==> config.mk <==
export PLATFORM = sky130hd
export DESIGN_NAME = izh_weight_sequencer
export DESIGN_NICKNAME = d
export VERILOG_FILES = /design/src/rtl/izh_weight_sequencer.sv
export SDC_FILE = /design/constraint.sdc
export NUM_CORES = 1
export LEC_CHECK = 0
export BUFFER_PORTS_ARGS = -buffer_cell sky130_fd_sc_hd__buf_4
export CAP_MARGIN = 10
export CORE_MARGIN = 2
export CORE_UTILIZATION = 42
export DETAILED_ROUTE_END_ITERATION = 10
export GPL_TIMING_DRIVEN = 1
export PLACE_DENSITY = 0.86
export SLEW_MARGIN = 5
export SYNTH_ARGS = -nofsm -noshare
export SYNTH_HDL_FRONTEND = slang
export SYNTH_SLANG_ARGS = --single-unit
==> constraint.sdc <==
create_clock -name CLK -period 2.1 [get_ports CLK]
set_clock_uncertainty 0.2 [all_clocks]
set_input_delay 0.315 -clock CLK [delete_from_list [all_inputs] [get_ports CLK]]
set_output_delay 0.315 -clock CLK [all_outputs]
set_load 0.03 [all_outputs]
==> src/rtl/izh_weight_sequencer.sv <==
// Weight RAM loader and synaptic read sweeper for the Izhikevich neuron block.
// Optional running checksum of loaded words, enabled by defining IZH_WSEQ_CHECKSUM_EN.
module izh_weight_sequencer #(
    parameter int NEURON_ADR = 4,
    parameter int DATA_W     = 32,
    parameter int DEPTH      = 32
) (
    input  logic                  CLK,
    input  logic                  RST,
    input  logic                  LOAD_START,
    input  logic                  RUN_START,
    input  logic [NEURON_ADR:0]   RUN_LEN,
    input  logic                  S_VALID,
    output logic                  S_READY,
    input  logic [DATA_W-1:0]     S_DATA,
    output logic                  WE,
    output logic [NEURON_ADR:0]   A,
    output logic [DATA_W-1:0]     DI,
    output logic [NEURON_ADR:0]   DPRA,
    output logic                  EN,
    output logic                  BUSY,
    output logic                  DONE,
    output logic [DATA_W-1:0]     CHECKSUM
);

    // state | meaning
    // IDLE  | waiting for LOAD_START / RUN_START
    // LOAD  | accepting weight words, writing each one cycle after its handshake
    // RUN   | sweeping DPRA 0..run_len with EN high
    // DONE  | single-cycle completion pulse, final LOAD write lands here
    localparam int AW = NEURON_ADR + 1;
    localparam logic [1:0] IDLE = 2'd0;
    localparam logic [1:0] LOAD = 2'd1;
    localparam logic [1:0] RUN  = 2'd2;
    localparam logic [1:0] FIN  = 2'd3;

    localparam logic [AW-1:0] LAST_WR = AW'(DEPTH - 1);

    logic [1:0]    state;
    logic [AW-1:0] wr_ptr;
    logic [AW-1:0] rd_ptr;
    logic [AW-1:0] run_len_q;
    logic          hs;

    assign hs   = S_VALID & S_READY;
    assign DPRA = rd_ptr;

    always_ff @(posedge CLK) begin
        if (RST) begin
            state     <= IDLE;
            wr_ptr    <= '0;
            rd_ptr    <= '0;
            run_len_q <= '0;
            S_READY   <= 1'b0;
            WE        <= 1'b0;
            A         <= '0;
            DI        <= '0;
            EN        <= 1'b0;
            BUSY      <= 1'b0;
            DONE      <= 1'b0;
        end else begin
            WE   <= 1'b0;
            DONE <= 1'b0;
            case (state)
                IDLE: begin
                    // LOAD has priority when both starts arrive together
                    if (LOAD_START) begin
                        state   <= LOAD;
                        wr_ptr  <= '0;
                        S_READY <= 1'b1;
                        BUSY    <= 1'b1;
                    end else if (RUN_START) begin
                        state     <= RUN;
                        rd_ptr    <= '0;
                        run_len_q <= RUN_LEN;
                        EN        <= 1'b1;
                        BUSY      <= 1'b1;
                    end
                end
                LOAD: begin
                    if (hs) begin
                        WE     <= 1'b1;
                        A      <= wr_ptr;
                        DI     <= S_DATA;
                        wr_ptr <= wr_ptr + AW'(1);
                        if (wr_ptr == LAST_WR) begin
                            state   <= FIN;
                            S_READY <= 1'b0;
                            DONE    <= 1'b1;
                        end
                    end
                end
                RUN: begin
                    if (rd_ptr == run_len_q) begin
                        state  <= FIN;
                        rd_ptr <= '0;
                        EN     <= 1'b0;
                        DONE   <= 1'b1;
                    end else begin
                        rd_ptr <= rd_ptr + AW'(1);
                    end
                end
                default: begin
                    state <= IDLE;
                    BUSY  <= 1'b0;
                end
            endcase
        end
    end

`ifdef IZH_WSEQ_CHECKSUM_EN
    logic [DATA_W-1:0] checksum_q;

    always_ff @(posedge CLK) begin
        if (RST) begin
            checksum_q <= '0;
        end else if (state == IDLE && LOAD_START) begin
            checksum_q <= '0;
        end else if (state == LOAD && hs) begin
            checksum_q <= checksum_q + S_DATA;
        end
    end

    assign CHECKSUM = checksum_q;
`else
    assign CHECKSUM = '0;
`endif

endmodule
# == Yosys cells after proc, flatten, opt, wreduce, memory -nomap -nowiden ==
# Cells that the tools add are included.
# word_totals
romBits,0
reg_bits,59
memories,0
latch_bits,0
ram_bits,0
word_cells,69
# classes
n_mul,0
n_eq_ne,11
n_shift,0
div_mod_pow,0
n_reduce_logical,13
magnitude_cmp,0
n_mux,28
addsub,2
n_bitwise,4
# ops
op,n
two-way mux 5 bit,5
one-hot mux 5 bit (2 select lines),2
"inequality test 2 bit, second input constant",6
AND reduction 4 bit,3
two-way mux 1 bit,11
"adder 5 x 1 -> 5 bit, second input constant",2
two-way mux 2 bit,5
AND reduction 3 bit,3
one-hot mux 1 bit (2 select lines),4
one-hot mux 2 bit (3 select lines),1
equality test 5 bit,1
"equality test 5 bit, second input constant",1
AND reduction 2 bit,2
nonzero test 2 bit,2
OR reduction 2 bit,2
"inequality test 3 bit, second input constant",1
NOT 1 bit,3
"equality test 2 x 1 -> 1 bit, second input constant",1
"equality test 2 bit, second input constant",1
zero test 2 bit,1
bitwise AND 1 bit,1

# == Logic depth before layout (Yosys ltp) ==
# Gate-level depths: netlist (run 1).
# depth
word_depth,4
ltp_mapped,8
ltp_nobuf,7

# == Least setup slack after synthesis (run 1) ==
# No wires, ideal clock.
# synth_timing
path_type,register to register
startpoint,register wr_ptr[0]
endpoint,register state[0]
path_stages_with_launch,8
path_slack_ps,103
period_less_slack_ps,1997
t_arrival_ps,1696
setup_time_ps,101
t_required_ps,1799
cell_sequence,dfxtp_1 ha_1 and3_1 ha_1 nand3_1 o2bb2ai_2 or3_1 o41ai_1
# synth_via
elab_chain_cells,3
# synth_rtl
item,line,source
"start, declared",40,logic [AW-1:0] wr_ptr;
"start signal, assigned",85,wr_ptr <= wr_ptr + AW'(1);
equality test 5 bit,86,if (wr_ptr == LAST_WR) begin
inequality test 2 bit (no line),n/a,
AND reduction 4 bit (no line),n/a,
"end signal, assigned",87,state <= FIN;
"end signal, assigned",95,state <= FIN;
"end signal, assigned",104,state <= IDLE;
"end, declared",39,logic [1:0] state;
# Every way passes these cells.
# A chain may end at the register's enable or synchronous reset.

# == Worst setup path in the final report (run 1) ==
# layout_timing
startpoint,register wr_ptr[1]
endpoint,register state[1]
# Same word-level chain as after synthesis.

==> key figures, run 1 <==
Worst setup path
  – CP Capture Point: state[1]
  – Worst Setup End Kind: register
  – WP data arrival: 2.08 ns
  – Setup Crit Path Kind: register to register
  – Worst-path maximum fanout: 3
  – Flop2flop setup slack: 0.06 ns
  – Critical Path RT: 2.13 ns
  – Worst R2R Start: wr_ptr[1]
  – Startpoint Class: register
  – RR Endpoint: state[1]
  – R2R cell count: 7
  – Critical path origin: wr_ptr[1]

Die
  – Die area: 6810 sq um
  – Placeable Area: 5960 sq um
  – Rows: 28
  – Top-Level Pins: 121
  – Initial Util: 43.5%
  – Die Ht: 82.5 um
  – Die X: 82.5 um

STA
  – Crit share post-route: 97.4%
  – Final hold vios: 0
  – TNS Setup: 0 ns
  – Min Tclk post-route: 2.04 ns
  – Final worst setup slack: 0.0550 ns
  – Final setup fails: 0
  – Fmax: 489 MHz
  – Min Hold Slack: 0.0345 ns
  – Final Max Slew Viols: 0

Power and ir drop
  – PwrDens: 942 nW/um^2
  – Total power: 3.27 mW
  – Leakage: 1.48 nW
  – Maximum vdd ir drop: 530 uV

Logic synthesis
  – Number of synthesis warnings: 0
  – Synth Register Bits: 59
  – Post-Syn Instances: 319
  – Sequential share of the synthesized area: 45.6%
  – Mean Syn Cell Area: 8.12 sq um
  – Cell area after synthesis: 2590 sq um
  – Netlist cell types: 35

Clocking
  – Hold-fix buffers, CTS: 0
  – Setup bufs post-CTS: 0
  – Clock Path Buffers: 2
  – Worst-Skew Late Latency: 0.32 ns
  – Clock sink total: 59
  – CTS tree: yes
  – CTS H-tree depth: 3
  – Total CTS buffers: 9
  – Worst-path clk slew: 0.07 ns
  – Clock Tree Root: clkbuf_8

Finish
  – Synth-to-Final Area Change: 33.8%
  – Antenna diodes: 0
  – Sequential Area: 1180 sq um
  – Share of cells above drive strength 1: 30.0%
  – Final nets: 458
  – Area of the multi-input gates: 1230 sq um
  – Cell Count, Final, Fillers Out: 488
  – Fill cell count: 527

Global route
  – Tot GR Track Use: 17.1%
  – Total gr overflow: 0
  – First-pass GRT wire length: 8.89 mm
  – Initial antenna violation count: 0
  – Largest net degree at the start of global routing: 40
  – Vias in the first global route: 2053

Detailed routing
  – WL final: 6.03 mm
  – Residual DRC: 0
  – Via/cell ratio: 4.85
  – Total iterations of the first detailed-routing run: 4
  – Antenna Nets Post-Route: 0
  – Drt initial violations: 117
  – Routed length per placed instance: 12.3 um
  – Routed vias: 2367

Min path
  – Hold WC Path Type: primary input to register

Placed design
  – GP Congestion: 0.851
  – Post-DP HPWL: 4.28 mm
  – Placed cells: 473
  – # port buffers: 88
  – Place WS: 0.00444 ns

Outcome
  – Status: complete, no violations

Job
  – Max Cap Viol: 0
critical path, cell delays in order (launching register included):
cell	delay (ns)
dfxtp_1	0.34
ha_2	0.19
and3_4	0.18
ha_2	0.16
nand3_1	0.09
o2bb2ai_2	0.14
or3_4	0.40
o41ai_2	0.26
cells in the mapped netlist:
master	n	area, sq um
a21oi_1	51	255
a21oi_2	1	8.76
a31oi_1	1	6.26
and2b_1	1	7.51
and3_1	2	12.5
and3b_1	2	17.5
buf_1	1	3.75
buf_2	4	20.0
buf_4	32	240
clkbuf_1	11	41.3
conb_1	1	3.75
dfxtp_1	59	1180
ha_1	7	87.6
inv_1	6	22.5
nand2_1	90	338
nand2b_2	1	8.76
nand3_1	5	25.0
nand4_1	2	12.5
nor2_1	10	37.5
nor2b_1	1	6.26
nor3_1	1	5.00
nor3b_1	1	7.51
o2111ai_1	2	17.5
o21a_1	1	7.51
o21ai_0	4	20.0
o221a_2	2	22.5
o2bb2ai_2	1	15.0
o311ai_0	2	17.5
o31ai_2	1	12.5
o32ai_1	1	8.76
o41ai_1	2	17.5
or2_2	1	6.26
or3_1	3	18.8
xnor2_1	5	43.8
xor2_1	4	35.0
placed cells by master (no fill, tap or decap), types with 2 or more instances in the layout:
cell and instances:
o311ai_0 2, or3_1 2, a21oi_1 51, buf_12 2
conb_1 32, clkbuf_1 2, nand2_1 90, inv_1 6
ha_1 5, nor2_1 10, o41ai_2 2, o2111ai_1 2
ha_2 2, dfxtp_1 58, xor2_1 4, xnor2_1 5
nand4_1 2, nand3_1 5, buf_4 94, clkbuf_8 11
o21ai_0 4, o221a_2 2
metrics by stage:
step / utilization (%) / instance area, sq um
2_1_floorplan: - / 2710
3_3_place_gp: 54.4 / 3240
3_5_place_dp: 54.4 / 3240
4_1_cts: 57.8 / 3440
5_1_grt: 58.2 / 3470
6_report: 58.2 / 3470
flip-flops by register name, summed over array words and instances, names as in the netlist:
| name | flops |
|---|---|
| EN | 1 |
| DONE | 1 |
| A | 5 |
| wr_ptr | 5 |
| DI | 32 |
| state | 2 |
| run_len_q | 5 |
| S_READY | 1 |
| DPRA | 5 |
| BUSY | 1 |
| WE | 1 |
per-layer routing:
layer / vias to the layer above / part of all wire (%) / global-route usage (%)
met5: - / 0 / 0
met4: 0 / 1.8 / 8.85
met3: 8 / 6.3 / 4.89
met2: 92 / 51 / 30.1
met1: 1094 / 41 / 18.6
li1: 1173 / - / -
area by class of cell:
cell class	instances	area share (%)
clock buffer	13	4.58
clock inverter	2	1.01
inverter	6	0.649
multi-input combinational	237	35.5
sequential	59	34.1
tap	75	2.71
timing repair buffer	96	21.5
worst min-delay path by stage:
stage	startpoint	to	slack [ns]	cells after the start
2_1_floorplan	wr_ptr[3]	A[3]	0.25	2
3_3_place_gp	DI[21]	DI[21]	0.24	2
3_5_place_dp	DI[24]	DI[24]	0.25	2
4_1_cts	S_DATA[28]	DI[28]	0.02	3
5_1_grt	S_DATA[27]	DI[27]	0.02	3
6_report	S_DATA[18]	DI[18]	0.03	3
power breakdown:
group | switching, mW | total, mW | internal [mW]
Combinational | 0.600 | 0.972 | 0.372
Clock | 0.418 | 1.02 | 0.606
Sequential | 0.0676 | 1.27 | 1.20
Total | 1.09 | 3.27 | 2.18
kinds of logic (layout without fill, tap and decap cells):
group,Yosys count,in the layout,synth area share [%]
flops,59,59,45.6
simple gates,120,120,19.4
fa+ha+maj,7,7,3.38
buf+inv,54,117,12.7
xor+xnor,9,9,3.04
compound gates,69,69,15.8
other cells,1,32,0.145
what timing repair did:
item | CTS | global route
hold endpoints to repair | 0 | 0
gates resized for setup | 1 | 7
setup endpoints to repair | 1 | 8
pin swaps | 0 | 1
cloned | 0 | 0
No activity file was read; power rests on OpenSTA's default activity.
==> run 2: changes to the inputs <==
--- a/config.mk
+++ b/config.mk
@@ -8,10 +8,11 @@
 export BUFFER_PORTS_ARGS = -buffer_cell sky130_fd_sc_hd__buf_4
 export CAP_MARGIN = 10
 export CORE_MARGIN = 2
-export CORE_UTILIZATION = 42
+export CORE_UTILIZATION = 50
 export DETAILED_ROUTE_END_ITERATION = 10
 export GPL_TIMING_DRIVEN = 1
-export PLACE_DENSITY = 0.86
+export PLACE_DENSITY = 0.95
+export RECOVER_POWER = 100
 export SLEW_MARGIN = 5
 export SYNTH_ARGS = -nofsm -noshare
 export SYNTH_HDL_FRONTEND = slang
==> constraint.sdc (replaced) <==
create_clock -name CLK -period 2.5 [get_ports CLK]
set_clock_uncertainty 0.2 [all_clocks]
set_input_delay 0.375 -clock CLK [delete_from_list [all_inputs] [get_ports CLK]]
set_output_delay 0.375 -clock CLK [all_outputs]
set_load 0.03 [all_outputs]
==> run 2 against run 1 <==
  * Core utilization up 5.4 points
  * Via count down 0.72%
  * Combinational power down 26%
  * Count of clock-buffer cells in the layout down 1
  * Worst setup slack better by 0.15 ns
  * Sequential share of layout area up 2.7 points
  * Critical path depth down 1
  * Non-clock buffer count down 4
  * Global-route usage up 4.3 points
  * Hold slack better by 0.050 ns
  * Die area down 15%
==> key figures, run 2 (same netlist as run 1, synthesis figures left out) <==
Outcome
  – Status: complete, no violations

Worst setup path
  – R2R cell count: 6
  – Critical path origin: state[0]
  – Worst Setup End Kind: register
  – Worst-path maximum fanout: 11
  – Setup Crit Path Kind: register to register
  – RR Endpoint: EN
  – WP data arrival: 2.29 ns
  – Worst R2R Start: state[0]
  – Startpoint Class: register
  – Critical Path RT: 2.49 ns
  – Flop2flop setup slack: 0.20 ns

Finish
  – Max FFs per register: 32
  – Fill cell count: 489
  – Cell Count, Final, Fillers Out: 480
  – Final nets: 454
  – Share of cells above drive strength 1: 15.4%
  – Biggest register: DI
  – Commonest cells after routing, fill and taps aside: nand2_1 (90), dfxtp_1 (59), a21oi_1 (52)
  – Commonest non-fill, non-tap cell in the layout: nand2_1
  – Antenna diodes: 0
  – Synth-to-Final Area Change: 23.8%

Placed design
  – Post-DP HPWL: 4.51 mm
  – Placed cells: 464
  – # port buffers: 88
  – GP Congestion: 0.863
  – Place WS: 0.262 ns

Clocking
  – Clock Tree Root: clkbuf_8
  – Worst-path clk slew: 0.07 ns
  – Clock sink total: 59
  – Clock Path Buffers: 2
  – CTS H-tree depth: 3
  – Post-CTS Resized: 0
  – Hold-fix buffers, CTS: 0
  – Setup bufs post-CTS: 0
  – CTS tree: yes
  – Total CTS buffers: 9
  – Worst-Skew Late Latency: 0.33 ns

Power and ir drop
  – PwrDens: 854 nW/um^2
  – Leakage: 1.26 nW
  – Total power: 2.74 mW
  – Maximum vdd ir drop: 574 uV

Die
  – Rows: 26
  – Initial Util: 51.4%
  – Die X: 76.0 um
  – Top-Level Pins: 121
  – Placeable Area: 5040 sq um
  – Die Ht: 76.0 um
  – Die area: 5770 sq um

Detailed routing
  – Via/cell ratio: 4.90
  – Routed vias: 2350
  – Residual DRC: 0
  – WL final: 6.12 mm
  – Antenna Nets Post-Route: 0
  – Total iterations of the first detailed-routing run: 4
  – Drt initial violations: 83
  – Routed length per placed instance: 12.7 um

Global route
  – Vias in the first global route: 2295
  – Met3 GRT Util: 6.52%
  – Largest net degree at the start of global routing: 54
  – Busiest layer in global routing: met2
  – Tot GR Track Use: 21.4%
  – Initial antenna violation count: 0
  – First-pass GRT wire length: 9.98 mm
  – M1 GR Usage: 22.5%
  – Total gr overflow: 0
  – Met2 Usage GRT: 37.9%

STA
  – Final Max Slew Viols: 0
  – Crit share post-route: 92.0%
  – Fmax: 435 MHz
  – Slew @ Worst Pin: 0.531 ns
  – Final worst setup slack: 0.201 ns
  – Final hold vios: 0
  – Relative slew slack: 64.5%
  – TNS Setup: 0 ns
  – Final setup fails: 0
  – Min Tclk post-route: 2.30 ns
  – RSZ-0062 raised after global routing: false

Min path
  – Hold_sp: S_DATA[10]
  – Hold WC Path Type: primary input to register
  – Hold path endpoint: DI[10]
  – Hold path cells: 3

Job
  – Max Cap Viol: 0
==> run 2: worst max path at each step <==
| stage | to | depth (start not counted) |
|---|---|---|
| 6_report | EN | 6 |
| 3_5_place_dp | EN | 6 |
| 3_3_place_gp | EN | 6 |
| 2_1_floorplan | state[0] | 7 |
| 4_1_cts | EN | 6 |
| 5_1_grt | state[0] | 7 |
==> run 2: worst max-delay path, cell delays in order (launching register included) <==
cell and delay (ns):
dfxtp_1 0.34, inv_1 0.09, ha_1 0.30, and3b_1 0.44, nor2_1 0.16, o31ai_2 0.46, o32ai_1 0.17
==> run 2: where the power goes <==
part | switching (mW) | total [mW] | internal, mW | leakage, nW
Clock | 0.361 | 0.950 | 0.589 | 0.111
Sequential | 0.0581 | 1.07 | 1.01 | 0.477
Combinational | 0.489 | 0.719 | 0.230 | 0.670
==> run 2: routing by layer <==
metal | share of wire [%] | vias up | wire [um]
li1 | - | 1166 | -
met1 | 38 | 1070 | 2340
met2 | 52 | 98 | 3210
met3 | 6.8 | 16 | 418
met4 | 2.5 | 0 | 150
met5 | 0 | - | 0
==> run 2: final cells by class <==
class	count	area [sq um]	area share, %
clock buffer	12	145	4.53
multi-input combinational	237	1190	37.1
sequential	59	1180	36.8
clock inverter	4	73.8	2.30
tap	70	87.6	2.73
inverter	6	22.5	0.702
timing repair buffer	92	508	15.8
==> run 2: stage by stage <==
step           util (%)  instance area [sq um]  hold slack (ns)
2_1_floorplan         -                   2710            0.246
3_3_place_gp       63.1                   3180            0.242
3_5_place_dp       63.1                   3180            0.247
4_1_cts            67.4                   3400           0.0726
5_1_grt            63.6                   3210           0.0857
6_report           63.6                   3210           0.0841
==> run 3: changes to the inputs <==
--- a/config.mk
+++ b/config.mk
@@ -11,6 +11,7 @@
 export CORE_UTILIZATION = 50
 export DETAILED_ROUTE_END_ITERATION = 10
 export GPL_TIMING_DRIVEN = 1
+export MAX_ROUTING_LAYER = met4
 export PLACE_DENSITY = 0.95
 export RECOVER_POWER = 100
 export SLEW_MARGIN = 5
==> run 3 against run 2 <==
  * Wire length rose by 0.28%
  * Fmax barely moved
  * Sequential power barely moved
  * Largest power group unchanged
  * Highest routed layer unchanged
==> key figures, run 3 (same netlist as run 1, synthesis figures left out) <==
STA
  – Fmax: 435 MHz
  – Crit share post-route: 91.9%
  – Min Tclk post-route: 2.30 ns
  – Final Max Slew Viols: 0
  – Relative slew slack: 64.6%
  – Final hold vios: 0
  – TNS Setup: 0 ns
  – Final setup fails: 0
  – RSZ-0062 raised after global routing: false
  – Slew @ Worst Pin: 0.530 ns

Power and ir drop
  – Total net switching power: 0.906 mW
  – Leakage: 1.26 nW
  – Clock power share: 34.7%
  – Sw Ratio: 33.1%
  – Cell-internal power: 1.83 mW
  – Maximum vdd ir drop: 574 uV
  – Register share of total power: 39.1%
  – PwrDens: 854 nW/um^2
  – Comb power frac: 26.3%

Clocking
  – CTS tree: yes
  – Worst-path clk slew: 0.07 ns
  – Worst-Skew Late Latency: 0.33 ns
  – Post-CTS Resized: 0
  – CTS H-tree depth: 3
  – Clock Tree Root: clkbuf_8
  – Hold-fix buffers, CTS: 0
  – Clock Path Buffers: 2
  – Setup bufs post-CTS: 0
  – Clock sink total: 59
  – Total CTS buffers: 9

Global route
  – First-pass GRT wire length: 9.99 mm
  – Met2 Usage GRT: 37.8%
  – Met3 GRT Util: 5.69%
  – Initial antenna violation count: 0
  – Total gr overflow: 0
  – Vias in the first global route: 2294
  – Largest net degree at the start of global routing: 54
  – Busiest layer in global routing: met2
  – M1 GR Usage: 23.1%
  – Tot GR Track Use: 22.0%

Placed design
  – Dpl cell area: 3180 sq um
  – # port buffers: 88
  – Post-DP HPWL: 4.51 mm
  – GP Congestion: 0.877

Job
  – Max Cap Viol: 0

Finish
  – Max FFs per register: 32
  – Commonest cells after routing, fill and taps aside: nand2_1 (90), dfxtp_1 (59), a21oi_1 (52)
  – Antenna diodes: 0
  – Share of cells above drive strength 1: 15.4%
  – Commonest non-fill, non-tap cell in the layout: nand2_1
  – Sequential Area: 1180 sq um
  – Biggest register: DI
  – Post-route cell area: 3210 sq um
  – Final nets: 454
  – Synth-to-Final Area Change: 23.8%
  – Area of the multi-input gates: 1190 sq um
  – Fill cell count: 489

Min path
  – Hold path cells: 3
  – Hold WC Path Type: primary input to register
  – Hold path endpoint: DI[10]
  – Hold_sp: S_DATA[10]

Die
  – Die Ht: 76.0 um
  – Die X: 76.0 um
  – Die area: 5770 sq um
  – Initial Util: 51.4%
  – Rows: 26
  – Top-Level Pins: 121
  – Placeable Area: 5040 sq um

Worst setup path
  – R2R cell count: 6
  – Critical Path RT: 2.49 ns
  – Worst R2R Start: state[0]
  – WP data arrival: 2.29 ns
  – Critical-path cell list: inv_1 > ha_1 > and3b_1 > nor2_1 > o31ai_2 > o32ai_1
  – CP peak stage delay: 0.46 ns
  – Startpoint Class: register
  – Flop2flop setup slack: 0.20 ns
  – Worst-path maximum fanout: 11
  – Setup Crit Path Kind: register to register
  – CP max stage cell: o31ai_2
  – Worst Setup End Kind: register
  – RR Endpoint: EN

Detailed routing
  – Antenna Nets Post-Route: 0
  – WL final: 6.13 mm
  – Routed vias: 2352
  – Via/cell ratio: 4.90
  – Drt initial violations: 89
  – Residual DRC: 0
  – Total iterations of the first detailed-routing run: 4
  – Routed length per placed instance: 12.8 um

Outcome
  – Status: complete, no violations
-- run 3: cell counts in the layout (fill, tap and decap cells not counted) --
No cell type changed its count.
-- run 3: worst max path at each step --
stage | start | to | depth (start not counted)
floorplan | wr_ptr[0] | state[0] | 7
global placement | state[0] | EN | 6
detailed placement | state[0] | EN | 6
CTS | state[1] | EN | 6
global route | wr_ptr[0] | state[0] | 7
finish | state[0] | EN | 6
-- run 3: cell type report --
| cell class | instances | area share (%) |
|---|---|---|
| repair buffers | 92 | 15.8 |
| well taps | 70 | 2.73 |
| flip-flops and latches | 59 | 36.8 |
| multi-input cells | 237 | 37.1 |
| clock inverters | 4 | 2.30 |
| clock buffers | 12 | 4.53 |
| inverters | 6 | 0.702 |
-- run 3: critical path, delay by kind of cell (launching register included) --
| kind | cells | cell delay, ns |
|---|---|---|
| adder cells (fa/ha/maj) | 1 | 0.30 |
| buffers and inverters | 1 | 0.09 |
| AO/OA/AOI/OAI | 2 | 0.63 |
| AND/OR/NAND/NOR | 2 | 0.60 |
| flip-flops | 1 | 0.34 |
-- run 3: per-stage QoR --
| step | setup slack (ns) | hold WS (ns) | utilization, % | instances | total power [mW] |
|---|---|---|---|---|---|
| detailed placement | 0.262 | 0.247 | 63.1 | 464 | 1.85 |
| floorplan | 0.503 | 0.246 | - | 350 | 1.66 |
| CTS | 0.241 | 0.0726 | 67.4 | 480 | 2.80 |
| global placement | 0.468 | 0.242 | 63.1 | 464 | 1.81 |
| global route | 0.0741 | 0.0857 | 63.6 | 480 | 2.87 |
| finish | 0.202 | 0.0857 | 63.6 | 480 | 2.74 |
-- run 3: power groups by stage --
stage,Sequential (mW),Clock (mW),Combinational [mW]
2_1_floorplan,1.16,0,0.492
3_3_place_gp,1.09,0,0.720
3_5_place_dp,1.09,0,0.762
4_1_cts,1.07,0.968,0.766
5_1_grt,1.08,1.00,0.786
6_report,1.07,0.949,0.719
-- run 3: layer usage --
metal	wire, um	part of all wire, %
met2	3210	52
met3	424	6.9
met4	149	2.4
met5	0	0
met1	2350	38
